$ cat config.mk
export PLATFORM = sky130hd
export DESIGN_NAME = pipe_stage_skid
export DESIGN_NICKNAME = d
export VERILOG_FILES = /design/src/rtl/pipe_pkg.sv /design/src/rtl/sat_counter.sv /design/src/rtl/pipe_stage_skid.sv
export SDC_FILE = /design/constraint.sdc
export NUM_CORES = 1
export LEC_CHECK = 0
export CORE_MARGIN = 2
export CORE_UTILIZATION = 42
export DETAILED_ROUTE_END_ITERATION = 8
export GPL_ROUTABILITY_DRIVEN = 0
export PLACE_DENSITY = 0.72
export SYNTH_ARGS = -nofsm -noshare
export SYNTH_HDL_FRONTEND = slang
export SYNTH_SLANG_ARGS = --single-unit
export TNS_END_PERCENT = 50
$ cat constraint.sdc
create_clock -name clk -period 7.6 [get_ports clk]
set_clock_uncertainty 0.2 [all_clocks]
set_input_delay 1.52 -clock clk [delete_from_list [all_inputs] [get_ports clk]]
set_output_delay 1.52 -clock clk [all_outputs]
set_load 0.005 [all_outputs]
$ cat src/rtl/pipe_pkg.sv
`default_nettype none
// ============================================================================
// pipe_pkg : shared types for the generic pipeline stage register.  Rev 1.0
// ============================================================================
package pipe_pkg;

  typedef enum logic [1:0] {
    ST_EMPTY = 2'd0,
    ST_BUSY  = 2'd1,
    ST_FULL  = 2'd2
  } skid_state_t;

  // RV32I addi x0,x0,0
  localparam logic [31:0] RV_NOP = 32'h0000_0013;

  // Instruction sits in the LSBs so a zero-extended RV_NOP is a valid bubble.
  typedef struct packed {
    logic [31:0] ctrl;
    logic [31:0] pc;
    logic [31:0] instr;
  } if_id_t;

  typedef struct packed {
    logic [15:0] ctrl;
    logic [4:0]  rd;
    logic [31:0] imm;
    logic [31:0] rs2_val;
    logic [31:0] rs1_val;
    logic [31:0] pc;
    logic [31:0] instr;
  } id_ex_t;

endpackage : pipe_pkg
`default_nettype wire

$ cat src/rtl/sat_counter.sv
`default_nettype none
// ============================================================================
// sat_counter : saturating up-counter with synchronous clear.  Rev 1.0
// ============================================================================
module sat_counter #(
  parameter int unsigned WIDTH = 16
) (
  input  logic             clk,
  input  logic             clr,
  input  logic             inc,
  output logic [WIDTH-1:0] cnt
);

  logic [WIDTH-1:0] cnt_q;
  logic [WIDTH-1:0] cnt_d;

  always_comb begin
    cnt_d = cnt_q;
    if (clr) begin
      cnt_d = '0;
    end else if (inc && (cnt_q != {WIDTH{1'b1}})) begin
      cnt_d = cnt_q + 1'b1;
    end
  end

  always_ff @(posedge clk) begin
    cnt_q <= cnt_d;
  end

  assign cnt = cnt_q;

endmodule : sat_counter
`default_nettype wire

$ cat src/rtl/pipe_stage_skid.sv
`default_nettype none
// ============================================================================
// pipe_stage_skid : valid/ready pipeline register with 2-entry skid and flush.
// Optional PIPE_STAT_EN adds saturating stall/flush counters.  Rev 1.0
// ============================================================================
module pipe_stage_skid
  import pipe_pkg::*;
#(
  parameter int unsigned          PAYLOAD_W = 96,
  parameter logic [PAYLOAD_W-1:0] NOP_VAL   = PAYLOAD_W'(RV_NOP),
  parameter int unsigned          CNT_W     = 16
) (
  input  logic                 clk,
  input  logic                 rst,
  input  logic                 flush,
  input  logic                 in_valid,
  output logic                 in_ready,
  input  logic [PAYLOAD_W-1:0] in_data,
  output logic                 out_valid,
  input  logic                 out_ready,
  output logic [PAYLOAD_W-1:0] out_data,
  output logic [CNT_W-1:0]     stall_cnt,
  output logic [CNT_W-1:0]     flush_cnt
);

  skid_state_t          state_q, state_d;
  logic [PAYLOAD_W-1:0] m_data_q, m_data_d;
  logic [PAYLOAD_W-1:0] s_data_q, s_data_d;

  logic m_valid;
  logic s_valid;
  logic fire_in;
  logic fire_out;

  assign m_valid  = (state_q == ST_BUSY) || (state_q == ST_FULL);
  assign s_valid  = (state_q == ST_FULL);
  // Register decode only: back-pressure never sees out_ready combinationally.
  assign in_ready = !s_valid;
  assign fire_in  = in_valid && in_ready;
  assign fire_out = m_valid && out_ready;

  always_comb begin
    state_d  = state_q;
    m_data_d = m_data_q;
    s_data_d = s_data_q;
    if (flush) begin
      state_d  = ST_EMPTY;
      m_data_d = NOP_VAL;
    end else begin
      case (state_q)
        ST_EMPTY: begin
          if (fire_in) begin
            state_d  = ST_BUSY;
            m_data_d = in_data;
          end
        end
        ST_BUSY: begin
          if (fire_in && !fire_out) begin
            state_d  = ST_FULL;
            s_data_d = in_data;
          end else if (fire_in && fire_out) begin
            m_data_d = in_data;
          end else if (fire_out) begin
            state_d  = ST_EMPTY;
            m_data_d = NOP_VAL;
          end
        end
        ST_FULL: begin
          if (fire_out) begin
            state_d  = ST_BUSY;
            m_data_d = s_data_q;
          end
        end
        default: begin
          state_d  = ST_EMPTY;
          m_data_d = NOP_VAL;
        end
      endcase
    end
  end

  always_ff @(posedge clk) begin
    if (rst) begin
      state_q  <= ST_EMPTY;
      m_data_q <= NOP_VAL;
    end else begin
      state_q  <= state_d;
      m_data_q <= m_data_d;
    end
    s_data_q <= s_data_d;
  end

  // A skid entry without a main entry is unrepresentable; catch corruption.
  always_ff @(posedge clk) begin
    if (!rst) begin
      assert (state_q == ST_EMPTY || state_q == ST_BUSY || state_q == ST_FULL);
    end
  end

  assign out_valid = m_valid;
  assign out_data  = m_data_q;

`ifdef PIPE_STAT_EN
  sat_counter #(.WIDTH(CNT_W)) u_stall_cnt (
    .clk (clk),
    .clr (rst),
    .inc (m_valid && !out_ready && !flush),
    .cnt (stall_cnt)
  );

  sat_counter #(.WIDTH(CNT_W)) u_flush_cnt (
    .clk (clk),
    .clr (rst),
    .inc (flush && (m_valid || s_valid)),
    .cnt (flush_cnt)
  );
`else
  assign stall_cnt = '0;
  assign flush_cnt = '0;
`endif

endmodule : pipe_stage_skid
`default_nettype wire

# --- Word level (Yosys, flattened, before mapping) ---
# Cells that the tools add are included.
totals:
  regBits: 194
  wordCells: 36
  output_inout_bits: 130
classes:
  eq_ne: 8
  bitwise: 1
  mux: 12
  n_reduce_logical: 12
op_table:
  columns: ["cell", "count"]
  rows:
  - ["$mux 96", 5]
  - ["$pmux 96 s3", 1]
  - ["$mux 2", 5]
  - ["$reduce_and 4->1", 2]
  - ["$ne 3x2->1 const B", 2]
  - ["$pmux 2 s3", 1]
  - ["$logic_and 1x1->1", 4]
  - ["$ne 2x2->1 const B", 2]
  - ["$ne 3x3->1 const B", 1]
  - ["$reduce_and 3->1", 1]
  - ["$eq 2x1->1 const B", 1]
  - ["$eq 2x2->1 const B", 1]
  - ["$logic_not 1->1", 2]
  - ["$logic_not 2->1", 1]
  - ["$ne 2x1->1 const B", 1]
  - ["$reduce_or 2->1", 1]
  - ["$logic_or 1x1->1", 1]
  - ["$not 1->1", 1]

# --- Longest topological paths before layout ---
# Gate-level depths: netlist of run 1.
logic_depth:
  word_depth: 7
  ltp_mapped: 9
  mapped_depth_nobuf: 6

# --- Least setup slack after synthesis of run 1 ---
# Ideal clock, no wire load.
synth_timing:
  path_type: "input to register"
  from: "input port out_ready"
  to: "register s_data_q[0], enable pin"
  stages: 3
  slack_ns: 0.981
  t_arrival_ns: 5.868
  path_buffers: 0
  setup_ns: 0.551
  path_cell_list: "a21boi_1 > nand2_1 > nor2_1"
synth_via:
  elab_chain_len: 4
synth_lines:
  columns: ["item", "line", "rtl"]
  rows:
  - ["from (decl)", "pipe_stage_skid.sv:20", "input logic out_ready,"]
  - ["$logic_and 1x1->1", "pipe_stage_skid.sv:40", "assign fire_out = m_valid && out_ready;"]
  - ["$logic_not 1->1", "pipe_stage_skid.sv:58", "if (fire_in && !fire_out) begin"]
  - ["$logic_and 1x1->1", "pipe_stage_skid.sv:58", null]
  - ["$reduce_and 3->1 (no source line)", null, null]
  - ["to (signal assigned)", "pipe_stage_skid.sv:90", "s_data_q <= s_data_d;"]
  - ["to (decl)", "pipe_stage_skid.sv:28", "logic [PAYLOAD_W-1:0] s_data_q, s_data_d;"]
# No other way between the ends.
# A chain may end at the register's enable or synchronous reset.

# --- Worst setup path in the final report of run 1 ---
layout_timing:
  from: "input port out_ready"
  to: "register s_data_q[63], enable pin"
# Same word-level chain as after synthesis.

==> results of run 1 <==
[cells in the mapped netlist (all sizes together), types with 4 or more instances]
cell    count
buf        46
clkbuf     49
a221oi      4
ha          4
nor2        4
nand2      96
edfxtp     96
inv         4
a21oi      93
o22ai      94
a22o       93
dfxtp      98
[cell families after synthesis]
group | count (synthesis) | share of synthesized area [%]
multiplexers | 1 | 0.1274
other | 1 | 0.04772
AND/OR/NAND/NOR | 114 | 5.891
buffers and inverters | 99 | 6.464
flip-flops | 194 | 61.65
adder cells (fa/ha/maj) | 4 | 0.6369
AO/OA/AOI/OAI | 292 | 25.19
[critical path, cell delays in order]
cell and delay [ns]:
clkdlybuf4s50_1 0.49, a21boi_1 0.31, nand2_1 0.17, nor2_4 0.94, buf_4 0.56
[through the flow]
| stage | area, µm² | hold WS [ns] | power (mW) | utilization (%) | instances |
|---|---|---|---|---|---|
| CTS | 10400 | 0.2718 | 2.316 | 56.18 | 1109 |
| global route | 10400 | 0.2839 | 2.390 | 56.18 | 1109 |
| global placement | 9844 | 0.2553 | 1.456 | 53.16 | 1078 |
| detailed placement | 9844 | 0.2580 | 1.459 | 53.16 | 1078 |
| floorplan | 7975 | 0.2625 | 1.324 | - | 736 |
| finish | 10410 | 0.2712 | 2.297 | 56.20 | 1110 |
[area by class of cell]
type                            instances  area, µm²  area share (%)
Clock buffer                           17      425.4           4.088
Multi-Input combinational cell        443       2673           25.68
Inverter                                4      15.01          0.1443
Clock inverter                         14      133.9           1.287
Sequential cell                       194       4845           46.56
Tap cell                              234      292.8           2.814
Antenna cell                            1      2.502         0.02405
Timing Repair Buffer                  203       2019           19.41
[registers in the layout, indices dropped and copies added, names as in the netlist]
name      count
state_q       2
s_data_q     96
out_data     96
[per-layer routing]
layer  GRT usage (%)  part of all wire [%]
met1           26.72                    46
met2           31.58                    47
met3           4.450                   6.5
met4           5.474                   1.1
met5               0                     0
[worst paths after layout]
| path | startpoint | end | slack (ns) |
|---|---|---|---|
| max | out_ready | s_data_q[63] | 3.45 |
| min | out_data[51] | out_data[51] | 0.27 |
| max reg2reg | state_q[0] | s_data_q[63] | 3.88 |
| min reg2reg | out_data[51] | out_data[51] | 0.27 |
[where the power goes]
| group | leakage [nW] | internal [mW] | total, mW | switching [mW] |
|---|---|---|---|---|
| sequential | 1.66 | 1.13 | 1.14 | 0.0152 |
| combinational | 1.80 | 0.150 | 0.291 | 0.141 |
| clock | 0.259 | 0.456 | 0.861 | 0.405 |
==> reports/summary.txt, run 1 <==
die area: 19820 µm²
pre-CTS setup slack: 2.929 ns
layout cells sized above 1: 5.029%
Total GRT Usage: 19.58%
first-pass GRT wire length: 31.19 mm
Worst EP arrival: 4.02 ns
TritonCTS clock tree: done
CP Launch Type: input port
register area share after synthesis: 61.65%
VDD IR-drop max: 0.0001613 V
Final Worst Setup Slack: 3.446 ns
run status: finished clean
number of fill cells: 1609
minimum clock period: 4.154 ns
area fraction of the dominant cell type after synthesis: 36.68%
Post-Syn Area per Cell: 11.15 µm²
vias per cell: 5.566
RSZ-0062 raised after global routing: false
Max Freq: 240.8 MHz
grt ovf: 0
Via Count: 6178
DR iter-0 viols: 417
Worst Setup End Kind: register
number of enable flip-flop cells after synthesis: 96
MaxCap Viol Count: 0
top post-synthesis cells by area: edfxtp_1 37%, dfxtp_1 25%, a22o_1 10%
deepest clock path buffer count: 2
Pleak: 3.728 nW
CP required: 7.47 ns
worst hold-check path type: reg -> reg
Crit Path Max Fanout: 43
Die Y: 140.8 µm
commonest non-fill, non-tap cell in the layout: clkdlybuf4s50_1
starting density of the core: 42.44%
total core area: 18520 µm²
actual slew at the worst max-slew pin: 1.228 ns
Reg2Reg Depth: 7
WL/cell: 17.66 µm
most frequent cells in the layout: 198 x clkdlybuf4s50_1, 98 x dfxtp_1, 96 x edfxtp_1
yosys warns: 0
top_reg_cell synth: dfxtp_1
mapped cell area: 7859 µm²
PwrDens: 220.7 nW/µm²
Remaining DRCs: 0
Syn-to-layout area delta: 32.41%
Slew HR: 17.95%
Num CTS Buffers: 17
Finish-stage setup viols: 0
clk_lat worst skew: 0.42 ns
Die Width: 140.8 µm
Distinct cells, synth: 31
# hold bufs at CTS: 0
WHS Path Cells: 2
Synth Register Bits: 194
cts repair resizes: 0
Detailed Route WL: 19.60 mm
I/O Pins: 231
count of pins over their slew limit: 0
clock sink total: 194
DPL Wire Length: 11.24 mm
PortBufs: 198
H-tree levels: 4
initial antenna violation count: 1
ANT nets after route: 0
DR pass1 iterations: 5
Setup TNS: 0 ns
largest net degree at the start of global routing: 102
buffer count from post-CTS setup fixing: 0
Synth area leader: edfxtp_1
crit share post-route: 54.65%
crit path kind: in -> reg
Synth Instances: 705
nets: 968
Post-synth ARST share: 0%
count of final hold-check violations: 0
root buf cell: clkbuf_16
number of global-route vias before repair: 5843
clock-pin slew on the worst setup and hold paths: 0.08 ns
Rows: 50
Power figures use the tool's default switching activity.
==> run 2: changes to the inputs <==
Settings changed: PLACE_DENSITY 0.72 to 0.75.
Clock period 7.6 ns to 3.6 ns, I/O delays scaled along.
==> reports/summary.txt, run 2 (synthesis gave the netlist of run 1 again) <==
FF-to-FF Start: state_q[0]
R2R setup slack: 0.94 ns (-2.94 ns)
RSZ-0062 raised after global routing: false
count of final hold-check violations: 0 (unchanged)
root buf cell: clkbuf_16
Max Freq: 323.8 MHz
Num CTS Buffers: 17 (unchanged)
vias per cell: 5.567 (about the same)
ANT nets after route: 0 (unchanged)
WHS Path Cells: 2 (unchanged)
worst r2r dst: out_data[90]
crit path max-delay cell type: ha_4
count of pins over their slew limit: 0 (unchanged)
number of global-route vias before repair: 6061 (+3.7%)
PwrDens: 486.2 nW/µm² (+120%)
WHS Endpoint: out_data[70]
most frequent cells in the layout: 198 x clkdlybuf4s50_1, 98 x dfxtp_1, 96 x edfxtp_1
WL/cell: 18.24 µm (+3.3%)
first-pass GRT wire length: 32.29 mm (+3.5%)
Switch Pwr: 1.188 mW (+110%)
run status: finished clean
CP required: 2.68 ns (-4.79 ns)
grt ovf: 0 (unchanged)
Die Y: 140.8 µm (unchanged)
# hold bufs at CTS: 0 (unchanged)
cts repair resizes: 0 (unchanged)
H-tree levels: 4 (unchanged)
actual slew at the worst max-slew pin: 0.7763 ns (-0.4514 ns)
delay-heaviest family, CP: buffers and inverters
starting density of the core: 42.44% (unchanged)
post-route insts no fill: 1117 (+0.63%)
TritonCTS clock tree: done
crit-path cells: inv_1, ha_4, inv_1, clkdlybuf4s50_1
DR iter-0 viols: 352 (-16%)
Crit path top cell by count: inv_1
met2 Track Usage GR: 32.30% (+0.72 points)
n_diodes: 0 (-1)
Flop pwr share: 46.8% (-3.0 points)
minimum clock period: 3.089 ns
die area: 19820 µm² (unchanged)
sw frac: 23.00% (-1.4 points)
buffer count from post-CTS setup fixing: 0 (unchanged)
Slew HR: 48.24% (+30 points)
Finish-stage setup viols: 0 (unchanged)
total core area: 18520 µm² (unchanged)
worst hold-check path type: reg -> reg
Die Width: 140.8 µm (unchanged)
Worst Setup End Kind: output port
Detailed Route WL: 20.37 mm (+4.0%)
Clock power frac: 41.0% (+3.5 points)
deepest clock path buffer count: 2 (unchanged)
Hold Crit Start: out_data[70]
commonest non-fill, non-tap cell in the layout: clkdlybuf4s50_1
max incr delay on CP: 0.58 ns (-0.36 ns)
nets: 975 (+0.72%)
Reg2Reg Depth: 7 (unchanged)
Pleak: 3.842 nW (+3.1%)
largest net degree at the start of global routing: 100 (-2.0%)
initial antenna violation count: 0 (-1)
Remaining DRCs: 0 (unchanged)
I/O Pins: 231 (unchanged)
Buffers & Inverters on Critical Path: 3 (+1)
GR Layer Usage met3: 4.144% (-0.31 points)
Post-Place Cells: 1085 (+0.65%)
Worst EP arrival: 2.17 ns (-1.85 ns)
combinational power share: 12.2% (-0.5 points)
clock-pin slew on the worst setup and hold paths: 0.07 ns (about the same)
DR pass1 iterations: 5 (unchanged)
clock sink total: 194 (unchanged)
layout cells sized above 1: 6.002% (+0.97 points)
P_int: 3.978 mW (+130%)
clk_lat worst skew: 0.43 ns (about the same)
Crit Path Max Fanout: 53 (+23%)
PortBufs: 198 (unchanged)
Most Crowded Layer GR: met2
hold slack: 0.2702 ns (-0.0009840 ns)
met1 Use GR: 27.61% (+0.89 points)
Syn-to-layout area delta: 35.18%
crit share post-route: 85.79%
Rows: 50 (unchanged)
DPL Wire Length: 12.32 mm (+9.6%)
VDD IR-drop max: 0.0003346 V (+110%)
Via Count: 6218 (+0.65%)
MaxCap Viol Count: 0 (unchanged)
Total GRT Usage: 20.43% (+0.85 points)
CP Launch Type: register
crit path kind: reg -> out
Setup TNS: 0 ns (unchanged)
-- run 2: power groups by stage --
stage / combinational [mW] / sequential (mW) / clock, mW
5_1_grt: 0.685 / 2.42 / 2.25
6_report: 0.629 / 2.42 / 2.12
3_5_place_dp: 0.629 / 2.47 / 0
3_3_place_gp: 0.621 / 2.47 / 0
2_1_floorplan: 0.326 / 2.47 / 0
4_1_cts: 0.632 / 2.42 / 2.17
-- run 2: area by class of cell --
cell class	instances	area, µm²
clock buffers	18	439.2
repair buffers	210	2135
clock inverters	14	225.2
inverters	4	15.01
flip-flops and latches	194	4845
multi-input cells	443	2673
well taps	234	292.8
fillers	1546	7894
-- run 2: through the flow --
stage / power, mW / util [%] / worst slack, ns / instance area, µm²
global route: 5.360 / 57.37 / 0.4007 / 10620
floorplan: 2.792 / - / 0.3462 / 7983
global placement: 3.087 / 53.78 / 0.7057 / 9960
finish: 5.165 / 57.37 / 0.5115 / 10620
detailed placement: 3.096 / 53.78 / 0.6475 / 9960
CTS: 5.218 / 57.37 / 0.4749 / 10620
-- run 2: worst max-delay path by stage --
stage,from,endpoint,depth (start not counted)
finish,state_q[0],in_ready,4
global route,state_q[0],in_ready,4
CTS,state_q[0],in_ready,4
detailed placement,in_valid,out_data[90],6
global placement,out_ready,s_data_q[31],5
floorplan,state_q[0],s_data_q[0],5
-- run 2: worst min-delay path, stage by stage (launching register included) --
cell and delay, ns:
dfxtp_1 0.31, nand2_1 0.05, o22ai_1 0.06
-- run 2: routing by layer --
| metal | wire, µm | vias up |
|---|---|---|
| li1 | - | 2949 |
| met1 | 9133 | 3004 |
| met2 | 9538 | 232 |
| met3 | 1230 | 33 |
| met4 | 471 | 0 |
| met5 | 0 | - |
==> run 3: changes to the inputs <==
==> constraint.sdc (replaced) <==
create_clock -name clk -period 3.6 [get_ports clk]
set_clock_uncertainty 0.2 [all_clocks]
set_input_delay 0.54 -clock clk [delete_from_list [all_inputs] [get_ports clk]]
set_output_delay 0.54 -clock clk [all_outputs]
set_load 0.005 [all_outputs]
==> reports/summary.txt, run 3 (synthesis gave the netlist of run 1 again) <==
first-pass GRT wire length: 31.53 mm (-2.4%)
cts repair resizes: 0 (unchanged)
Die Width: 140.8 µm (unchanged)
DR iter-0 viols: 429 (+22%)
post-layout instance area: 10570 µm² (-0.47%)
die area: 19820 µm² (unchanged)
DR pass1 iterations: 5 (unchanged)
total core area: 18520 µm² (unchanged)
PwrDens: 485.7 nW/µm² (-0.11%)
Max Freq: 369.5 MHz (+14%)
count of pins over their slew limit: 0 (unchanged)
DPL Wire Length: 12.16 mm (-1.3%)
I/O Pins: 231 (unchanged)
TritonCTS clock tree: done
crit path max-delay cell type: dfxtp_1
clk_lat worst skew: 0.42 ns (about the same)
Detailed Route WL: 20.29 mm (-0.40%)
H-tree levels: 4 (unchanged)
ANT nets after route: 0 (unchanged)
number of fill cells: 1545 (-0.065%)
pre-CTS setup slack: 0.7388 ns (+0.09135 ns)
delay-heaviest family, CP: simple AND/OR/NAND/NOR gates
Finish-stage setup viols: 0 (unchanged)
Num CTS Buffers: 17 (unchanged)
starting density of the core: 42.44% (unchanged)
number of global-route vias before repair: 5870 (-3.2%)
hold slack: 0.2701 ns (-0.0001120 ns)
worst hold-check path type: reg -> reg
VDD IR-drop max: 0.0003120 V (-6.8%)
CP required: 3.75 ns (+1.07 ns)
layout cells sized above 1: 5.675% (-0.33 points)
largest net degree at the start of global routing: 100 (unchanged)
Final Worst Setup Slack: 0.8938 ns (+0.3823 ns)
most frequent cells in the layout: 198 x clkdlybuf4s50_1, 98 x dfxtp_1, 96 x edfxtp_1
clock sink total: 194 (unchanged)
Power Total: 5.135 mW (-0.58%)
post-route insts no fill: 1116 (-0.090%)
Buffers & Inverters on Critical Path: 2 (-1)
run status: finished clean
# hold bufs at CTS: 0 (unchanged)
Worst EP arrival: 2.85 ns (+0.68 ns)
initial antenna violation count: 1 (+1)
vias per cell: 5.590 (+0.41%)
minimum clock period: 2.706 ns (-0.3823 ns)
R2R setup slack: 0.89 ns (-0.05 ns)
commonest non-fill, non-tap cell in the layout: clkdlybuf4s50_1
CP Launch Type: register
Via Count: 6238 (+0.32%)
Slew HR: 44.38% (-3.9 points)
Rows: 50 (unchanged)
PortBufs: 198 (unchanged)
clock-pin slew on the worst setup and hold paths: 0.08 ns (about the same)
RSZ-0062 raised after global routing: false
crit path kind: reg -> reg
buffer count from post-CTS setup fixing: 0 (unchanged)
Worst Setup End Kind: register
count of final hold-check violations: 0 (unchanged)
Remaining DRCs: 0 (unchanged)
MaxCap Viol Count: 0 (unchanged)
Post-Place Cells: 1083 (-0.18%)
crit-path cells: inv_1, ha_4, nand2b_1, a221oi_4, nand2_4, buf_12, o22ai_1
Die Y: 140.8 µm (unchanged)
nets: 973 (-0.21%)
WL/cell: 18.18 µm (-0.31%)
final core occ: 57.10% (-0.27 points)
Total GRT Usage: 19.86% (-0.57 points)
Setup TNS: 0 ns (unchanged)
Crit Path Max Fanout: 49 (-7.5%)
root buf cell: clkbuf_16
grt ovf: 0 (unchanged)
crit share post-route: 75.17% (-11 points)
Cell Area, Placed: 9920 µm² (-0.40%)
Syn-to-layout area delta: 34.55%
Pleak: 3.825 nW (-0.45%)
max incr delay on CP: 0.40 ns (-0.18 ns)
actual slew at the worst max-slew pin: 0.8343 ns (+0.05792 ns)
deepest clock path buffer count: 2 (unchanged)
[run 3: worst paths after layout]
path,startpoint,end,cells after the start
worst min register to register,out_data[70],out_data[70],2
worst min-delay path,out_data[70],out_data[70],2
worst max register to register,state_q[1],out_data[3],7
worst max-delay path,state_q[1],out_data[3],7
[run 3: power breakdown]
group | internal (mW) | leakage, nW | switching [mW] | total, mW
clock network | 1.25 | 0.318 | 0.842 | 2.09
logic | 0.325 | 1.84 | 0.301 | 0.626
registers | 2.38 | 1.66 | 0.0345 | 2.42
[run 3: layer usage]
layer | track usage [%] | share of wire (%) | wire [µm]
met2 | 31.89 | 49 | 9874
met5 | 0 | 0 | 0
met3 | 4.620 | 7.0 | 1415
met1 | 27.18 | 43 | 8814
met4 | 5.526 | 0.94 | 190
[run 3: area by class of cell]
class	count	area, µm²	share of cell area [%]
Inverter	4	15.01	0.1420
Clock inverter	14	222.7	2.106
Antenna cell	1	2.502	0.02367
Tap cell	234	292.8	2.769
Clock buffer	18	429.2	4.059
Sequential cell	194	4845	45.82
Timing Repair Buffer	208	2095	19.81
Multi-Input combinational cell	443	2673	25.28
[run 3: worst min-delay path, cell delays in order, from the launching register on]
cell and delay, ns:
dfxtp_1 0.31, nand2_1 0.05, o22ai_1 0.06
